**src/rtl/fpmul_pkg.sv**
```systemverilog
// Shared definitions for the floating-point multiplier scheduler.
package fpmul_pkg;

    // Multiplier number-class encoding on num_value.
    localparam logic [2:0] NUM_NORM   = 3'd0;
    localparam logic [2:0] NUM_DENORM = 3'd1;
    localparam logic [2:0] NUM_ZERO   = 3'd2;
    localparam logic [2:0] NUM_INF    = 3'd3;
    localparam logic [2:0] NUM_NAN    = 3'd4;

    localparam int unsigned RSP_FLAGS_W = 5;

    typedef struct packed {
        logic [2:0] num_value;
        logic       over_flow;
        logic       under_flow;
    } fp_flags_t;

endpackage

```
**src/rtl/fpmul_rsp_fifo.sv**
```systemverilog
// Synchronous show-ahead FIFO; read data is the head entry whenever non-empty.
module fpmul_rsp_fifo #(
    parameter int unsigned W     = 8,
    parameter int unsigned DEPTH = 8,
    parameter int unsigned AW    = (DEPTH > 1) ? $clog2(DEPTH) : 1,
    parameter int unsigned CW    = $clog2(DEPTH + 1)
) (
    input  logic          clk,
    input  logic          rst,
    input  logic          wr_en,
    input  logic [W-1:0]  wr_data,
    input  logic          rd_en,
    output logic [W-1:0]  rd_data,
    output logic          empty,
    output logic          full,
    output logic [CW-1:0] count
);

    logic [W-1:0]  mem [DEPTH];
    logic [AW-1:0] wr_ptr;
    logic [AW-1:0] rd_ptr;
    logic          push;
    logic          pop;

    // Status and head-of-queue view; zeros while empty so outputs are clean after reset.
    always_comb begin
        empty   = (count == '0);
        full    = (count == CW'(DEPTH));
        pop     = rd_en & ~empty;
        push    = wr_en & (~full | pop);
        rd_data = empty ? '0 : mem[rd_ptr];
    end

    // Storage array; not reset, contents are only visible through count.
    always_ff @(posedge clk) begin
        if (push) begin
            mem[wr_ptr] <= wr_data;
        end
    end

    // Pointers and occupancy; DEPTH is a power of two so pointers wrap naturally.
    always_ff @(posedge clk) begin
        if (rst) begin
            wr_ptr <= '0;
            rd_ptr <= '0;
            count  <= '0;
        end else begin
            if (push) begin
                wr_ptr <= wr_ptr + AW'(1);
            end
            if (pop) begin
                rd_ptr <= rd_ptr + AW'(1);
            end
            if (push && !pop) begin
                count <= count + CW'(1);
            end else if (pop && !push) begin
                count <= count - CW'(1);
            end
        end
    end

endmodule

```
**src/rtl/fpmul_sched.sv**
```systemverilog
// Round-robin scheduler sharing one pipelined FP multiplier among NREQ requesters.
// In-flight ops are tracked by a tag pipeline; credits reserve FIFO space at issue.
module fpmul_sched
    import fpmul_pkg::*;
#(
    parameter int unsigned DW         = 16,
    parameter int unsigned NREQ       = 4,
    parameter int unsigned PIPE_LAT   = 5,
    parameter int unsigned FIFO_DEPTH = 8,
    parameter int unsigned IDW        = $clog2(NREQ)
) (
    input  logic               clk,
    input  logic               rst,
    input  logic [NREQ-1:0]    req_valid,
    output logic [NREQ-1:0]    req_ready,
    input  logic [NREQ*DW-1:0] req_a,
    input  logic [NREQ*DW-1:0] req_b,
    output logic               mul_en,
    output logic [DW-1:0]      mul_a,
    output logic [DW-1:0]      mul_b,
    input  logic [DW-1:0]      mul_result,
    input  logic [2:0]         mul_num_value,
    input  logic               mul_over_flow,
    input  logic               mul_under_flow,
    output logic               rsp_valid,
    input  logic               rsp_ready,
    output logic [IDW-1:0]     rsp_id,
    output logic [DW-1:0]      rsp_data,
    output logic [4:0]         rsp_flags
);

    localparam int unsigned CW = $clog2(FIFO_DEPTH + 1);
    localparam int unsigned EW = IDW + DW + RSP_FLAGS_W;

    logic [IDW-1:0] rr_ptr;
    logic [CW-1:0]  credit;
    logic           iss_vld;
    logic [IDW-1:0] iss_id;

    logic [PIPE_LAT-1:0] tag_vld;
    logic [IDW-1:0]      tag_id [PIPE_LAT];

    logic [NREQ-1:0] grant;
    logic [IDW-1:0]  winner;
    logic            any_valid;
    logic [DW-1:0]   sel_a;
    logic [DW-1:0]   sel_b;
    logic            accept;
    int unsigned     idx;

    logic            fifo_wr;
    logic [EW-1:0]   fifo_wdata;
    logic [EW-1:0]   fifo_rdata;
    logic            fifo_empty;
    logic            fifo_full;
    logic [CW-1:0]   fifo_count;
    logic            pop;
    fp_flags_t       in_flags;

    // Round-robin search from rr_ptr upward with wrap; first valid requester wins.
    always_comb begin
        grant     = '0;
        winner    = '0;
        any_valid = 1'b0;
        sel_a     = '0;
        sel_b     = '0;
        idx       = 0;
        for (int unsigned k = 0; k < NREQ; k++) begin
            idx = (32'(rr_ptr) + k) % NREQ;
            if (!any_valid && req_valid[IDW'(idx)]) begin
                any_valid  = 1'b1;
                winner     = IDW'(idx);
                grant[idx] = 1'b1;
                sel_a      = req_a[idx*DW +: DW];
                sel_b      = req_b[idx*DW +: DW];
            end
        end
        req_ready = grant & {NREQ{credit != '0}};
        accept    = any_valid & (credit != '0);
    end

    // Enable runs the multiplier while anything is issued or in flight; FIFO write at tag exit.
    always_comb begin
        mul_en              = iss_vld | (|tag_vld);
        in_flags.num_value  = mul_num_value;
        in_flags.over_flow  = mul_over_flow;
        in_flags.under_flow = mul_under_flow;
        fifo_wr             = mul_en & tag_vld[PIPE_LAT-1];
        fifo_wdata          = {tag_id[PIPE_LAT-1], mul_result, in_flags};
        rsp_valid           = ~fifo_empty;
        pop                 = rsp_valid & rsp_ready;
        rsp_id              = fifo_rdata[EW-1 -: IDW];
        rsp_data            = fifo_rdata[RSP_FLAGS_W +: DW];
        rsp_flags           = fifo_rdata[RSP_FLAGS_W-1:0];
    end

    // Pointer advance and issue register capture on accept.
    always_ff @(posedge clk) begin
        if (rst) begin
            rr_ptr  <= '0;
            iss_vld <= 1'b0;
            iss_id  <= '0;
            mul_a   <= '0;
            mul_b   <= '0;
        end else begin
            iss_vld <= accept;
            if (accept) begin
                rr_ptr <= (winner == IDW'(NREQ - 1)) ? '0 : winner + IDW'(1);
                iss_id <= winner;
                mul_a  <= sel_a;
                mul_b  <= sel_b;
            end
        end
    end

    // Tag pipeline advances in lockstep with the enable-gated multiplier stages.
    always_ff @(posedge clk) begin
        if (rst) begin
            tag_vld <= '0;
            for (int unsigned i = 0; i < PIPE_LAT; i++) begin
                tag_id[i] <= '0;
            end
        end else if (mul_en) begin
            tag_vld[0] <= iss_vld;
            tag_id[0]  <= iss_id;
            for (int unsigned i = 1; i < PIPE_LAT; i++) begin
                tag_vld[i] <= tag_vld[i-1];
                tag_id[i]  <= tag_id[i-1];
            end
        end
    end

    // Credits reserve a FIFO slot at accept and return it on pop.
    always_ff @(posedge clk) begin
        if (rst) begin
            credit <= CW'(FIFO_DEPTH);
        end else if (accept && !pop) begin
            credit <= credit - CW'(1);
        end else if (pop && !accept) begin
            credit <= credit + CW'(1);
        end
    end

    fpmul_rsp_fifo #(
        .W     (EW),
        .DEPTH (FIFO_DEPTH)
    ) u_rsp_fifo (
        .clk     (clk),
        .rst     (rst),
        .wr_en   (fifo_wr),
        .wr_data (fifo_wdata),
        .rd_en   (rsp_ready),
        .rd_data (fifo_rdata),
        .empty   (fifo_empty),
        .full    (fifo_full),
        .count   (fifo_count)
    );

    // Every slot is exactly one of: free credit, in flight, or queued.
    a_credit_balance : assert property (@(posedge clk) disable iff (rst)
        (32'(credit) + 32'(iss_vld) + 32'($countones(tag_vld)) + 32'(fifo_count))
            == FIFO_DEPTH);

    a_no_fifo_overrun : assert property (@(posedge clk) disable iff (rst)
        fifo_wr |-> (!fifo_full || pop));

endmodule

```
**config.mk**
```make
export PLATFORM = sky130hd
export DESIGN_NAME = fpmul_sched
export DESIGN_NICKNAME = d
export VERILOG_FILES = /design/src/rtl/fpmul_pkg.sv /design/src/rtl/fpmul_rsp_fifo.sv /design/src/rtl/fpmul_sched.sv
export SDC_FILE = /design/constraint.sdc
export NUM_CORES = 1
export LEC_CHECK = 0
export ABC_AREA = 1
export CAP_MARGIN = 30
export CORE_MARGIN = 2
export CORE_UTILIZATION = 25
export CTS_CLUSTER_SIZE = 10
export DETAILED_ROUTE_END_ITERATION = 10
export SETUP_SLACK_MARGIN = 0.2
export SYNTH_ARGS = -nofsm -noshare
export SYNTH_HDL_FRONTEND = slang
export SYNTH_SLANG_ARGS = --single-unit
```
**constraint.sdc**
```tcl
create_clock -name clk -period 9.15 [get_ports clk]
set_input_delay 1.83 -clock clk [delete_from_list [all_inputs] [get_ports clk]]
set_output_delay 1.83 -clock clk [all_outputs]
set_load 0.05 [all_outputs]
```
==> flow_summary.yaml, run 1 <==
run_status:
  outcome: "finished clean"
sta:
  worst_slew_pin_slew_ns: 1.00
  min_period_ns: 7.31
  hold_ws_ns: 0.417
  max_slew_margin_pct: 32.9
  period_share_pct: 79.9
  slew_viol_final: 0
  fmax_ghz: 0.137
  finalSetupViolCount: 0
  fin_skew_ns: 0.0185
  fin_setup_tns_ns: 0
  finalHoldViolations: 0
  worst_slack_ns: 1.84
  grt_setup_unrepaired: "no"
clock_tree:
  clk_root_buffer_cell: "clkbuf_16"
  clk_path_buf_depth: 3
  clock_sinks: 253
  ctsHoldBuffers: 0
  htreeDepth: 1
  cts_setup_buffers: 0
  path_clk_slew_ns: 0.06
  cts_made_buffers: 31
  cts_tree: "built"
  postCtsResizedCells: 0
  insertion_delay_ns: 0.58
grt:
  grt_max_degree: 110
  track_usage_pct: 14.1
  antenna_found_initial: 0
  grt_first_pass_wirelength_mm: 66.9
  grt_pass1_vias: 12100
  grt-ovfl-total: 0
routing:
  dr.pass1.iters: 5
  vias: 13000
  routed_via_density: 4.70
  drt-total-wl_mm: 42.7
  drc: 0
  postRouteAntennaNets: 0
  drt_iter0_drc: 1027
  routedWlPerCell_um: 15.4
critical_path:
  path_cells: "clkdlybuf4s50_1, inv_1, nand2_1, nand3_1, nand2_2, nor2_4, a22oi_1, o21ai_1, o21ai_0, inv_1, clkdlybuf4s50_1"
  arrival_ns: 5.48
  max_stage_delay_ns: 1.01
  cp_max_fo: 40
  worstSetupPathType: "in2out"
  critPathSlowestCell: "nor2_4"
  critPathTopFamily: "simple AND/OR/NAND/NOR gates"
  r2r-end: "credit[3]$_SDFFE_PP1P_"
  reg2reg_depth: 16
  worst-path-buf-inv: 4
  rrSetupSlack_ns: 4.50
  end_kind: "output port"
  required_ns: 7.32
  critPathLaunchType: "input pin"
logic_synthesis:
  ys.flop_type: "edfxtp_1"
  ys_ff_latch: 253
  synth.cells.most_frequent: "567 x nand2_1, 314 x o21ai_0, 244 x nor2_1"
  synth_seq_area_share_pct: 49.7
  yosysTopAreaCell: "edfxtp_1"
  synth.avg_cell_area_um2: 7.62
  synth_edf_count: 194
  synthesis.area_um2: 14100
  syn_nets: 2025
  yosysTopAreaCellShare_pct: 41.3
  syn_inst: 1852
  yosys-top-cells-area: "edfxtp_1 41%, nand2_1 15%, o21ai_0 11%"
  synth_async_sr_flop_share_pct: 0
  ys_types: 35
  ys_warn_count: 0
  synth.most_common_cell: "nand2_1"
hold_path:
  min_to: "tag_vld[3]$_SDFFE_PP0N_"
  hold_path.startpoint: "tag_vld[2]$_SDFFE_PP0N_"
  hold_class: "reg2reg"
  hold_depth: 2
place:
  port_buffers: 216
  routabilityCongestion: 0.890
  post-place-ws_ns: 1.92
  hpwl_mm: 27.8
  dp_cells: 2712
floorplanning:
  rows: 87
  top_level_ports: 217
  fp.dieH_um: 242
  die_area_um2: 58300
  core_area_um2: 56100
  start_util_pct: 25.2
  die_w_um: 242
layout:
  nets: 2162
  layout-drive-gt1-share_pct: 3.87
  antenna_cells: 0
  area_growth_pct: 25.7
  fin_cells: 2770
pwr:
  combPwrFrac_pct: 57.8
  leakagePower_uw: 0.00679
  ir_worst_vdd_uv: 287
  powerDensity_nw_per_um2: 343
  power.share.switching_pct: 49.5
  total_power_uw: 6070
  p_int_uw: 3070
  switching_power_uw: 3010
  p_seq_share_pct: 23.8
  power_frac_clock_pct: 18.4
job:
  maxCapViolCount: 0
[power by group through the flow]
stage                     clock, µW  combinational, µW  sequential [µW]
after global routing           1190               3890             1460
after detailed placement          0               3520             1470
after floorplan                   0               2440             1560
after global placement            0               3440             1460
after CTS                      1150               3530             1440
final                          1120               3510             1440
[worst reg2reg max path: stages (launching register included)]
cell and delay, ns:
dfxtp_4 0.84, inv_4 0.49, ha_2 0.52, buf_4 0.59, nand3_1 0.19, nand2_2 0.17
nand3_2 0.15, nand2_1 0.15, nand2_1 0.13, ha_1 0.25, ha_1 0.33, nand2_1 0.08
nor2_1 0.04, a211oi_1 0.24, nor2_1 0.09, o21ai_0 0.17, nand3b_1 0.09
[stage by stage]
step	cell area [µm²]	utilization, %
finish	17700	31.6
global route	17700	31.6
CTS	17700	31.6
detailed placement	16800	30.0
global placement	16800	30.0
floorplan	14100	-
[state kept, by name, summed over array words and instances, names as in the netlist, 2 cells and up, named ones only]
| name | count |
|---|---|
| iss_id | 2 |
| mul_b | 16 |
| u_rsp_fifo.rd_ptr | 3 |
| u_rsp_fifo.count | 4 |
| mul_a | 16 |
| u_rsp_fifo.mem | 184 |
| credit | 4 |
| tag_id | 10 |
| tag_vld | 5 |
| u_rsp_fifo.wr_ptr | 3 |
[how the worst max path moves through the flow]
stage	startpoint	end	cells past startpoint
global placement	req_valid[3]	req_ready[2]	11
floorplan	req_valid[3]	req_ready[2]	11
finish	req_valid[1]	req_ready[2]	11
global route	req_valid[1]	req_ready[2]	11
CTS	req_valid[3]	req_ready[2]	11
detailed placement	req_valid[3]	req_ready[2]	11
[cell usage in the layout (no fill, tap or decap), types with 2 or more instances in the layout]
cell,Yosys,layout
edfxtp_1,194,194
dfxtp_1,59,56
a21oi_1,45,45
a31oi_1,25,25
nand2_1,567,567
nand4_1,36,36
inv_2,2,5
o21ai_1,12,12
o21ai_0,314,314
a22oi_1,4,4
nand3_2,2,2
clkbuf_1,77,20
o22ai_1,23,23
clkdlybuf4s50_1,0,215
nor2_1,244,236
clkinv_1,3,3
clkbuf_16,0,31
buf_4,4,14
nand2_2,2,2
inv_4,1,2
ha_1,15,14
dfxtp_2,0,2
inv_1,117,115
a211oi_1,2,2
nand3_1,46,46
nor2_4,2,10
fa_1,2,2
[per-layer routing]
layer / global-route usage [%] / routed length, µm
met5: 0 / 0
met4: 4.02 / 956
met3: 2.63 / 2980
met2: 23.9 / 20000
met1: 18.3 / 18800
[layout make-up]
type | instances | area (µm²)
clock buffers | 52 | 865
clock inverters | 6 | 51.3
fillers | 5881 | 38300
inverters | 123 | 464
multi-input cells | 1349 | 6110
flip-flops and latches | 253 | 7010
well taps | 756 | 946
repair buffers | 231 | 2280
[logic make-up after synthesis]
kind of cell | synth area share, %
AOI/OAI and AO/OA | 15.7
and+or+nand+nor | 25.4
xor gates and xnor gates | 0.124
buffers and inverters | 7.49
adders and majority gates | 1.61
DFF | 49.7
Power figures use the tool's default switching activity.
==> inputs of run 2 (changes only) <==
clock period = 6.1 ns   (was 9.15 ns; I/O delays follow)
==> run 2 against run 1 <==
- cell count is essentially flat
- combinational power rose by 55%
- flip-flop and latch count unchanged
- worst setup slack got worse by 0.55 ns
- sequential power grew 47%
- final area up 0.84%
- worst hold slack hardly changed
- die area unchanged
- via count rose by 0.42%
- global-route usage rose by 0.24 points
- sequential share of layout area decreased by 0.33 points
- clock power up 54%
- critical path type unchanged
- highest routed layer unchanged
==> flow_summary.yaml, run 2 (same netlist as run 1, synthesis figures left out) <==
pwr:
  ir_worst_vdd_uv: 516
  leakagePower_uw: 0.00688
  powerDensity_nw_per_um2: 518
routing:
  drc: 0
  routed_via_density: 4.72
  vias: 13100
  routedWlPerCell_um: 15.6
  drt-total-wl_mm: 43.4
  dr.pass1.iters: 6
  drt_iter0_drc: 906
  postRouteAntennaNets: 0
grt:
  grt-ovfl-total: 0
  grt_max_degree: 109
  track_usage_pct: 14.3
  grt_first_pass_wirelength_mm: 67.8
  antenna_found_initial: 0
  grt_pass1_vias: 12300
sta:
  slew_viol_final: 0
  period_share_pct: 78.9
  fin_setup_tns_ns: 0
  max_slew_margin_pct: 36.7
  worst_slew_pin_slew_ns: 0.947
  grt_setup_unrepaired: "no"
  finalSetupViolCount: 0
  fin_skew_ns: 0.0148
  min_period_ns: 4.81
  finalHoldViolations: 0
  fmax_ghz: 0.208
run_status:
  outcome: "finished clean"
clock_tree:
  cts_tree: "built"
  cts_made_buffers: 31
  insertion_delay_ns: 0.57
  clk_root_buffer_cell: "clkbuf_16"
  path_clk_slew_ns: 0.05
  postCtsResizedCells: 0
  cts_setup_buffers: 0
  clock_sinks: 253
  htreeDepth: 1
  clk_path_buf_depth: 3
  ctsHoldBuffers: 0
critical_path:
  arrival_ns: 3.59
  required_ns: 4.88
  reg2reg_depth: 17
  crit_start: "req_valid[3]"
  cp_max_fo: 23
  rrSetupSlack_ns: 2.13
  end_kind: "output port"
  critPathLaunchType: "input pin"
  worstSetupPathType: "in2out"
layout:
  fin_cells: 2772
  layout-drive-gt1-share_pct: 4.56
  final_common_cell: "nand2_1"
  multi_input_area_um2: 6110
  largest_register_ffs: 184
  area_growth_pct: 26.8
  regMostFlops: "u_rsp_fifo.mem"
  nets: 2172
  antenna_cells: 0
  seqCellArea_um2: 7010
  final_cell_mix: "567 x nand2_1, 314 x o21ai_0, 236 x nor2_1"
  top_regs: "u_rsp_fifo.mem: 184 flops, mul_a: 16 flops, mul_b: 16 flops"
  fillers: 5864
job:
  maxCapViolCount: 0
hold_path:
  hold_depth: 2
  hold_class: "reg2reg"
  hold_path.startpoint: "tag_vld[3]$_SDFFE_PP0N_"
floorplanning:
  start_util_pct: 25.2
  fp.dieH_um: 242
  die_area_um2: 58300
  core_area_um2: 56100
  rows: 87
  die_w_um: 242
  top_level_ports: 217
place:
  dp_cells: 2721
  hpwl_mm: 28.1
  port_buffers: 216
  routabilityCongestion: 0.890
## run 2: final cells by class
class                           count  share of cell area [%]
Multi-Input combinational cell   1349                    34.2
Tap cell                          756                    5.29
Inverter                          123                    2.60
Timing Repair Buffer              241                    13.6
Clock buffer                       44                    4.67
Sequential cell                   253                    39.2
Clock inverter                      6                   0.490
## run 2: per-stage QoR
| stage | total power [µW] | utilization, % | setup slack, ns | area (µm²) | hold WS (ns) |
|---|---|---|---|---|---|
| CTS | 9330 | 31.9 | 1.28 | 17900 | 0.417 |
| floorplan | 6000 | - | 2.38 | 14100 | 0.403 |
| global route | 9990 | 31.9 | 1.06 | 17900 | 0.428 |
| global placement | 7480 | 30.2 | 1.37 | 16900 | 0.407 |
| detailed placement | 7570 | 30.2 | 1.32 | 16900 | 0.409 |
| finish | 9270 | 31.9 | 1.29 | 17900 | 0.416 |
## run 2: layer usage
layer / routed length (µm) / track usage (%)
met4: 1060 / 4.60
met3: 3320 / 2.65
met5: 0 / 0
met2: 19900 / 23.4
met1: 19100 / 19.1
## run 2: critical path, cell delays in order
cell,delay (ns)
clkdlybuf4s50_1,0.42
inv_1,0.06
nand2_1,0.06
nand3_1,0.15
nand2_2,0.27
nor2_4,0.61
nand3_2,0.20
nor2_1,0.16
o21ai_0,0.12
inv_1,0.15
buf_12,0.14
## run 2: power by group
group	total, µW	switching (µW)	leakage (µW)	internal, µW
sequential	2110	87.6	0.00226	2020
combinational	5440	3740	0.00418	1700
clock	1720	698	0.000448	1020
## run 2: worst paths after layout
kind / end
worst max-delay path: req_ready[0]
worst min-delay path: tag_vld[4]$_SDFFE_PP0N_
worst max register to register: credit[3]$_SDFFE_PP1P_
worst min register to register: tag_vld[4]$_SDFFE_PP0N_
==> inputs of run 3 (changes only) <==
clock period = 4.3 ns   (was 6.1 ns; I/O delays follow)
==> run 3 against run 2 <==
- wire length fell by 0.37%
- non-clock buffer count rose by 9
- flip-flop and latch count did not move
- total power rose by 47%
- global-route usage barely moved
- worst setup slack got worse by 0.85 ns
- cell count rose by 0.18%
- die area did not move
- via count fell by 0.42%
- critical endpoint is now req_ready[1]
- largest power group unchanged
==> flow_summary.yaml, run 3 (same netlist as run 1, synthesis figures left out) <==
layout:
  fin_cells: 2777
  final_cell_mix: "567 x nand2_1, 314 x o21ai_0, 236 x nor2_1"
  fillers: 5858
  largest_register_ffs: 184
  multi_input_area_um2: 6080
  final_common_cell: "nand2_1"
  layout-drive-gt1-share_pct: 6.14
  top_regs: "u_rsp_fifo.mem: 184 flops, mul_a: 16 flops, mul_b: 16 flops"
  area_growth_pct: 28.3
  seqCellArea_um2: 7010
  final_area_um2: 18100
  regMostFlops: "u_rsp_fifo.mem"
  nets: 2181
routing:
  dr.pass1.iters: 5
  postRouteAntennaNets: 0
  routedWlPerCell_um: 15.6
  vias: 13000
  drc: 0
  drt_iter0_drc: 1007
  routed_via_density: 4.69
  drt-total-wl_mm: 43.2
sta:
  max_slew_margin_pct: 33.2
  period_share_pct: 89.8
  fmax_ghz: 0.259
  finalHoldViolations: 0
  min_period_ns: 3.86
  slew_viol_final: 0
  grt_setup_unrepaired: "no"
  finalSetupViolCount: 0
  fin_skew_ns: 0.0154
  worst_slew_pin_slew_ns: 1.00
  fin_setup_tns_ns: 0
floorplanning:
  core_area_um2: 56100
  top_level_ports: 217
  die_w_um: 242
  start_util_pct: 25.2
  die_area_um2: 58300
  fp.dieH_um: 242
  rows: 87
place:
  dp_cells: 2729
  port_buffers: 216
  routabilityCongestion: 0.897
  hpwl_mm: 27.8
  placed_area_um2: 17200
critical_path:
  critPathLaunchType: "flop"
  end_kind: "output port"
  cp_max_fo: 46
  rrSetupSlack_ns: 0.79
  worstSetupPathType: "reg2out"
  arrival_ns: 3.00
  required_ns: 3.44
run_status:
  outcome: "finished clean"
grt:
  grt_pass1_vias: 12400
  grt_first_pass_wirelength_mm: 67.9
  grt-ovfl-total: 0
  track_usage_pct: 14.3
  grt_max_degree: 93
  antenna_found_initial: 0
clock_tree:
  clk_path_buf_depth: 3
  clk_root_buffer_cell: "clkbuf_16"
  ctsHoldBuffers: 0
  cts_made_buffers: 31
  clock_sinks: 253
  path_clk_slew_ns: 0.07
  cts_tree: "built"
  htreeDepth: 1
  insertion_delay_ns: 0.60
pwr:
  ir_worst_vdd_uv: 843
  powerDensity_nw_per_um2: 751
  total_power_uw: 13600
  leakagePower_uw: 0.00702
job:
  maxCapViolCount: 0
hold_path:
  hold_class: "reg2reg"
run 3: cell types whose count changed in the layout (fill, tap and decap cells not counted), sizes merged:
cell / before / now
diode: 0 / 1
buf: 30 / 62
clkinv: 6 / 8
clkbuf: 44 / 37
bufinv: 2 / 1
clkdlybuf4s50: 211 / 188
clkinvlp: 0 / 1
run 3: path summary, 6_finish.rpt:
check / end / cells after the start / start
worst max-delay path: req_ready[1] / 11 / flop
worst min-delay path: tag_vld[3]$_SDFFE_PP0N_ / 2 / tag_vld[2]$_SDFFE_PP0N_
worst max register to register: credit[3]$_SDFFE_PP1P_ / 16 / flop
worst min register to register: tag_vld[3]$_SDFFE_PP0N_ / 2 / tag_vld[2]$_SDFFE_PP0N_
run 3: area by class of cell:
| type | instances | area share (%) |
|---|---|---|
| antenna | 1 | 0.0138 |
| clock buffer | 37 | 4.41 |
| clock inverter | 8 | 0.449 |
| inverter | 123 | 2.57 |
| multi-input combinational | 1349 | 33.6 |
| sequential | 253 | 38.8 |
| tap | 756 | 5.23 |
| timing repair buffer | 250 | 15.0 |
run 3: power breakdown:
part	switching [µW]	total [µW]	internal, µW
Sequential	152	3020	2870
Clock	1010	2360	1360
Combinational	5370	8210	2840
Total	6530	13600	7060
run 3: critical path, stage by stage, from the launching register on:
cell	delay (ns)
dfxtp_4	0.54
inv_4	0.23
ha_4	0.37
inv_2	0.20
nand3_1	0.13
nand2_2	0.13
nor2_4	0.08
a22oi_1	0.17
nand2_1	0.08
o21ai_0	0.20
inv_1	0.11
buf_12	0.16
run 3: metrics by stage:
step | worst slack, ns | hold slack, ns | util [%]
6_report | 0.441 | 0.418 | 32.3
5_1_grt | 0.206 | 0.442 | 32.3
4_1_cts | 0.314 | 0.419 | 32.2
3_5_place_dp | 0.560 | 0.413 | 30.7
3_3_place_gp | 0.627 | 0.405 | 30.7
2_1_floorplan | 0.991 | 0.403 | -
run 3: layer usage:
metal,track usage [%],wire length (µm),vias to the layer above
met4,4.68,1200,0
met5,0,0,-
met2,23.4,19700,474
li1,-,-,6464
met1,18.9,19200,6018
met3,2.71,3150,64
run 3: timing repair:
item,in CTS,in global routing
pin swaps,1,1
setup endpoints to repair,4,4
buffers inserted,0,2
gates resized for setup,1,0
